`src/rtl/fifo_reader_pkg.sv`:
```
// Shared definitions for the FIFO pop-side controller: state encoding,
// FIFO read latency and the skid depth that latency implies.
package fifo_reader_pkg;

  localparam int DATA_W_DEF  = 12;
  localparam int FIFO_RD_LAT = 1;
  // One slot per word that can be in flight plus one to keep streaming under ready.
  localparam int SKID_DEPTH  = FIFO_RD_LAT + 1;

  typedef enum logic [1:0] {
    IDLE   = 2'd0,
    ACTIVE = 2'd1,
    DRAIN  = 2'd2
  } state_t;

endpackage

```
`src/rtl/fifo_reader_skid_buf2.sv`:
```
// Two-entry in-order buffer that absorbs FIFO read data; the head entry is
// driven straight out as registered data with a registered valid flag.
module skid_buf2
  import fifo_reader_pkg::*;
#(
  parameter int DATA_W = DATA_W_DEF
) (
  input  logic              clk,
  input  logic              reset,
  input  logic              wr,
  input  logic [DATA_W-1:0] wr_data,
  input  logic              rd,
  output logic [DATA_W-1:0] rd_data,
  output logic              rd_valid,
  output logic [1:0]        occupancy
);

  logic [DATA_W-1:0] tail;

  // NOTE: sequential state uses non-blocking assignments so every register in
  // this block samples pre-edge values, which the head/tail shift relies on.
  always_ff @(posedge clk) begin
    if (reset) begin
      // NOTE: both storage entries are reset (not just the count) because
      // the head is the visible data_out, which must read zero after reset.
      rd_data   <= '0;
      tail      <= '0;
      rd_valid  <= 1'b0;
      occupancy <= 2'd0;
    end else begin
      unique case ({wr, rd})
        2'b10: begin
          if (occupancy == 2'd0) rd_data <= wr_data;
          else                   tail    <= wr_data;
          occupancy <= occupancy + 2'd1;
          rd_valid  <= 1'b1;
        end
        2'b01: begin
          if (occupancy == 2'd2) rd_data <= tail;
          occupancy <= occupancy - 2'd1;
          rd_valid  <= (occupancy == 2'd2);
        end
        2'b11: begin
          // Capture and consume together: count holds, the queue advances.
          if (occupancy == 2'd2) begin
            rd_data <= tail;
            tail    <= wr_data;
          end else begin
            rd_data <= wr_data;
          end
        end
        default: ;
      endcase
    end
  end

endmodule

```
`src/rtl/fifo_reader.sv`:
```
// Pop-side controller for the 12-bit transaction FIFO: issues pops against the
// 1-cycle read latency, streams words downstream and counts deliveries.
module fifo_reader
  import fifo_reader_pkg::*;
#(
  parameter int DATA_W = DATA_W_DEF,
  parameter int CNT_W  = 16
) (
  input  logic              clk,
  input  logic              reset,
  input  logic              enable,
  input  logic              fifo_empty,
  input  logic [DATA_W-1:0] fifo_data_out,
  output logic              pop,
  output logic [DATA_W-1:0] data_out,
  output logic              data_out_valid,
  input  logic              data_out_ready,
  output logic [CNT_W-1:0]  words_read,
  output logic              busy
);

  state_t     state;
  logic       inflight;
  logic [1:0] occupancy;
  logic       xfer;
  logic [2:0] fill_next;

  assign xfer = data_out_valid && data_out_ready;

  // Words the buffer will hold next cycle if no new pop is issued now.
  assign fill_next = 3'(occupancy) + 3'(inflight) - 3'(xfer);

  assign pop = (state == ACTIVE) && enable && !fifo_empty && !reset &&
               (fill_next < 3'(SKID_DEPTH));

  skid_buf2 #(.DATA_W(DATA_W)) u_skid (
    .clk       (clk),
    .reset     (reset),
    .wr        (inflight),
    .wr_data   (fifo_data_out),
    .rd        (xfer),
    .rd_data   (data_out),
    .rd_valid  (data_out_valid),
    .occupancy (occupancy)
  );

  always_ff @(posedge clk) begin
    if (reset) begin
      state      <= IDLE;
      busy       <= 1'b0;
      inflight   <= 1'b0;
      words_read <= '0;
    end else begin
      inflight <= pop;
      if (xfer) words_read <= words_read + CNT_W'(1);

      unique case (state)
        IDLE: begin
          if (enable) begin
            state <= ACTIVE;
            busy  <= 1'b1;
          end
        end
        ACTIVE: begin
          if (!enable) begin
            if (inflight || occupancy != 2'd0) begin
              state <= DRAIN;
            end else begin
              state <= IDLE;
              busy  <= 1'b0;
            end
          end
        end
        DRAIN: begin
          // A word still in flight lands in the buffer before we may go idle.
          if (enable) begin
            state <= ACTIVE;
          end else if (!inflight && occupancy == 2'd0) begin
            state <= IDLE;
            busy  <= 1'b0;
          end
        end
        default: begin
          state <= IDLE;
          busy  <= 1'b0;
        end
      endcase
    end
  end

endmodule

```
`config.mk`:
```
export PLATFORM = sky130hd
export DESIGN_NAME = fifo_reader
export DESIGN_NICKNAME = d
export VERILOG_FILES = /design/src/rtl/fifo_reader_pkg.sv /design/src/rtl/fifo_reader_skid_buf2.sv /design/src/rtl/fifo_reader.sv
export SDC_FILE = /design/constraint.sdc
export NUM_CORES = 1
export LEC_CHECK = 0
export CAP_MARGIN = 20
export CELL_PAD_IN_SITES_DETAIL_PLACEMENT = 0
export CELL_PAD_IN_SITES_GLOBAL_PLACEMENT = 1
export CORE_ASPECT_RATIO = 0.8
export CORE_UTILIZATION = 41
export CTS_CLUSTER_SIZE = 16
export DETAILED_ROUTE_END_ITERATION = 8
export GPL_TIMING_DRIVEN = 0
export PLACE_DENSITY_LB_ADDON = 0.1
export SETUP_SLACK_MARGIN = 0.4
export SLEW_MARGIN = 25
export SYNTH_ARGS = -nofsm -noshare
export SYNTH_HDL_FRONTEND = slang
export SYNTH_SLANG_ARGS = --single-unit
export TNS_END_PERCENT = 30
```
`constraint.sdc`:
```
create_clock -name clk -period 5.9 [get_ports clk]
set_input_delay 1.475 -clock clk [delete_from_list [all_inputs] [get_ports clk]]
set_output_delay 1.475 -clock clk [all_outputs]
set_load 0.01 [all_outputs]
```
## Word level (Yosys, flattened, before mapping)

Cells that the tools add are included.
Widths: inputs -> output; s select.

- Register bits after elaboration: 47
- Word-level logic and storage cells: 71

- Equal/unequal tests: 16
- Reductions and logical operators: 20
- Add/subtract/negate cells: 5
- Multiplexer cells: 21
- Magnitude comparators: 1

Operators by type and width:

| operator | count |
|---|---|
| $mux 12 | 5 |
| $pmux 12 s3 | 1 |
| $pmux 12 s2 | 1 |
| $add 16x1->16 const B | 1 |
| $ne 2x2->1 const B | 7 |
| $mux 2 | 5 |
| $reduce_and 3->1 | 3 |
| $eq 2x2->1 const B | 4 |
| $logic_and 1x1->1 | 6 |
| $pmux 2 s3 | 1 |
| $reduce_bool 2->1 | 3 |
| $mux 1 | 5 |
| $reduce_and 5->1 | 1 |
| $eq 2x1->1 const B | 2 |
| $logic_not 2->1 | 2 |
| $ne 2x1->1 const B | 2 |
| $pmux 2 s2 | 1 |
| $add 2x1->3 | 1 |
| $logic_not 1->1 | 3 |
| $lt 3x2->1 const B | 1 |
| $ne 3x3->1 const B | 1 |
| $pmux 1 s3 | 1 |
| $reduce_bool 3->1 | 1 |
| $sub 3x1->3 | 1 |
| 4 further kinds | 4 |

## Logic depth before layout (Yosys ltp)

- Word-level depth: 5
- Depth in mapped cells: 7
- Depth with buffers taken out: 6

## Cells and area by module

Synthesis repeated with hierarchy kept, for this count alone.

- Cell total of the unflattened synthesis: 262
- Area total of the unflattened synthesis: 2331.0 um^2

By module, submodules not included:

| module | seq. area each (um^2) | times used | area each (um^2) | cells an instance |
|---|---|---|---|---|
| skid_buf2 | 540.5 | 1 | 1360.1 | 156 |
| fifo_reader | 400.4 | 1 | 970.9 | 106 |

## Worst setup path before layout

No wires, ideal clock.

- Kind: in2out
- From: in data_out_ready
- To: out pop
- Cell stages on the path: 7
- Setup slack: 1560 ps
- Buffers on the path: 1
- Required time: 4425 ps
- Data arrival time: 2865 ps
- Path through: buf_4 -> nand2_2 -> xnor2_1 -> nand2_1 -> fa_1 -> nand4bb_1 -> nor3_1

- Cells in the longest elaborated chain, start to end: 4

RTL lines:

| what | RTL line | source |
|---|---|---|
| start: declaration | fifo_reader.sv:17 | `input logic data_out_ready,` |
| $logic_and 1x1->1 | fifo_reader.sv:28 | `assign xfer = data_out_valid && data_out_ready;` |
| $sub 3x1->3 | fifo_reader.sv:31 | `assign fill_next = 3'(occupancy) + 3'(inflight) - 3'(xfer);` |
| $lt 3x2->1 | fifo_reader.sv:34 | `(fill_next < 3'(SKID_DEPTH));` |
| $logic_and 1x1->1 | fifo_reader.sv:33 | `assign pop = (state == ACTIVE) && enable && !fifo_empty && !reset &&` |
| end: declaration | fifo_reader.sv:14 | `output logic pop,` |

No other way between the ends.

## Final worst setup path

Ends and elaborated chain as after synthesis.

==> flow_summary.toml <==
[sta]
tns_ns = 0
layout_min_cycle_time_ns = 4.89
fmax_ghz = 0.205
setup_viol = 0
worst_pin_slew_ns = 0.547
fin_worst_skew_ns = 0.00774
rsz0062_at_grt = "false"
slew_violations = 0
slew_headroom_pct = 63.5
hold_viol = 0
fin_crit_sh_pct = 82.8

[critical_path]
crit_start = "data_out_ready"
timing.rr.start = "u_skid.rd_valid"
worstPathArrival_ns = 3.41
cp-start-kind = "input pin"
required_ns = 4.43
cp_max_fo = 8
worstSetupEndpointType = "output pin"
critPathKind = "in2out"

[global_routing]
grt_remaining_overflow = 0
grt.total_usage_pct = 16.4
grt_pass1_wl_mm = 7.18
grt_max_degree = 14
antenna_found_initial = 0
grt_pass1_vias = 1504

[finish]
utilization_pct = 55.5
area_growth_pct = 28.3
layout.area.seq_um2 = 941
fin_area_mm2 = 0.00281
layout.nets = 306
multiInputGateArea_mm2 = 0.00110
fin_cells = 350
diodes = 0
drive_gt1_share_pct = 10.8
nFillCells = 475

[detailed_routing]
drtPass1Iterations = 4
dr_total_vias = 1710
post_drt_via_cell_ratio = 4.89
drtIter0Drc = 54
routedWlPerCell_um = 12.6
ant_nets = 0
drc = 0
drt_wl_total_mm = 4.42

[power]
leakage_nw = 1.09
pwr_density_cell_mw_per_mm2 = 197
peakVddDrop_uv = 115

[cts]
cts.sinks = 47
clock_path_buffers = 2
cts-root-buf = "clkbuf_8"
cts-hold-fix-buffers = 0
postCtsSetupBuffers = 0
clk_pin_slew_ns = 0.08
htreeDepth = 2
cts_tree = "yes"
clk_latency_ns = 0.30
cts-buffers-inserted = 5
cts_resized = 0

[placed_design]
portBuffers = 46
dp.cells = 342
dp_hpwl_mm = 3.11
post_dp_cell_area_mm2 = 0.00273
place_congestion = 0.702

[synth]
synth_edf_count = 0
syn-cell-area_mm2 = 0.00219
yosysUniqueCellTypes = 37
synth_fp_nets = 253
yosysSeqAreaShare_pct = 42.9
ys_warn_count = 0
synth_top_area_share_pct = 42.9
synthTopCellsByArea = "dfxtp_1, mux2_4, mux2i_1, nor2_1, xnor2_1"
ys_seq_elements = 47
yosys.area.top_type = "dfxtp_1"
synthFlopType = "dfxtp_1"
syn_avg_cell_area_um2 = 9.36
async_flop_share_pct = 0
syn_inst = 234

[floorplan]
core_area_mm2 = 0.00506
die_area_mm2 = 0.00564
ios = 48
die_w_um = 83.7
initial_core_util_pct = 43.3
rows = 23
die_h_um = 67.4

[job]
drv_cap = 0

[min_path]
hold_class = "reg2reg"
hold_start = "words_read[1]"

[run_status]
status = "finished, final reports clean"
## stage by stage
stage          hold WS [ns]  worst slack [ns]  total power, mW
2_1_floorplan         0.459              1.56            0.354
3_3_place_gp          0.472              1.01            0.376
3_5_place_dp          0.485              1.04            0.376
4_1_cts               0.506              1.01            0.562
5_1_grt               0.529             0.909            0.581
6_report              0.501              1.01            0.555
## placed cells by master, fill, tap and decap left out, drive strengths merged, types with 5 or more instances in the layout
master,n
a21oi,18
buf,11
clkbuf,9
clkdlybuf4s50,46
dfxtp,47
inv,17
mux2,13
mux2i,13
nand2,8
nand3,10
nor2,31
nor3,8
nor4,5
o21a,12
xnor2,13
## Yosys cell counts, types with 2 or more instances
cell,count
or3_1,2
nand4_1,3
buf_4,4
nor3_1,7
a21oi_1,18
nor4_1,5
clkbuf_1,2
nor2b_1,2
buf_1,3
mux2_4,10
xor2_1,3
mux2i_1,13
buf_6,3
a21o_1,2
mux2_2,3
nor2_1,31
inv_1,17
o21a_1,12
nand2b_1,2
xnor2_1,13
nand3_1,10
nand2_1,7
dfxtp_1,47
o21ai_0,2
## layer usage
layer	routed length [um]	share of wire [%]	up-vias	GRT usage (%)
li1	-	-	901	-
met2	1890	43	29	25.1
met4	55	1.2	0	5.72
met5	0	0	-	0
met1	2350	53	776	22.8
met3	125	2.8	4	3.79
## sequential cells by signal (all words and copies together), names as in the netlist
signal	cells
words_read	16
busy	1
u_skid.rd_valid	1
inflight	1
u_skid.rd_data	12
u_skid.occupancy	2
state	2
u_skid.tail	12
## worst max-delay path: stages
cell,delay (ns)
buf_4,0.13
nand2_2,0.12
xnor2_1,0.26
nand2_1,0.11
fa_1,0.49
nand4bb_1,0.12
nor3_1,0.15
clkdlybuf4s50_1,0.56
## path summary, 6_finish.rpt
kind,to,slack [ns],cells after the start
setup / recovery,pop,1.01,8
hold / removal,words_read[1],0.50,2
setup reg to reg,inflight,4.11,7
hold reg to reg,words_read[1],0.50,2
## cell type report
type / instances / area share [%]
Tap cell: 62 / 2.76
Clock inverter: 1 / 0.178
Buffer: 13 / 3.12
Inverter: 17 / 2.27
Timing Repair Buffer: 46 / 16.4
Multi-Input combinational cell: 157 / 39.1
Sequential cell: 47 / 33.5
Clock buffer: 7 / 2.72
## cell families (layout without fill, tap and decap cells)
| kind of cell | Yosys count | count (layout) | synth area share, % |
|---|---|---|---|
| xor+xnor | 16 | 16 | 6.40 |
| mux | 26 | 26 | 14.3 |
| flops | 47 | 47 | 42.9 |
| simple gates | 75 | 75 | 17.0 |
| compound gates | 38 | 38 | 11.0 |
| fa+ha+maj | 2 | 2 | 1.48 |
| buf+inv | 30 | 84 | 6.91 |
## power by group
group          internal [mW]  switching (mW)
Sequential             0.320         0.00219
Clock                 0.0833           0.104
Combinational         0.0263          0.0193
(Power assumes the default switching activity.)
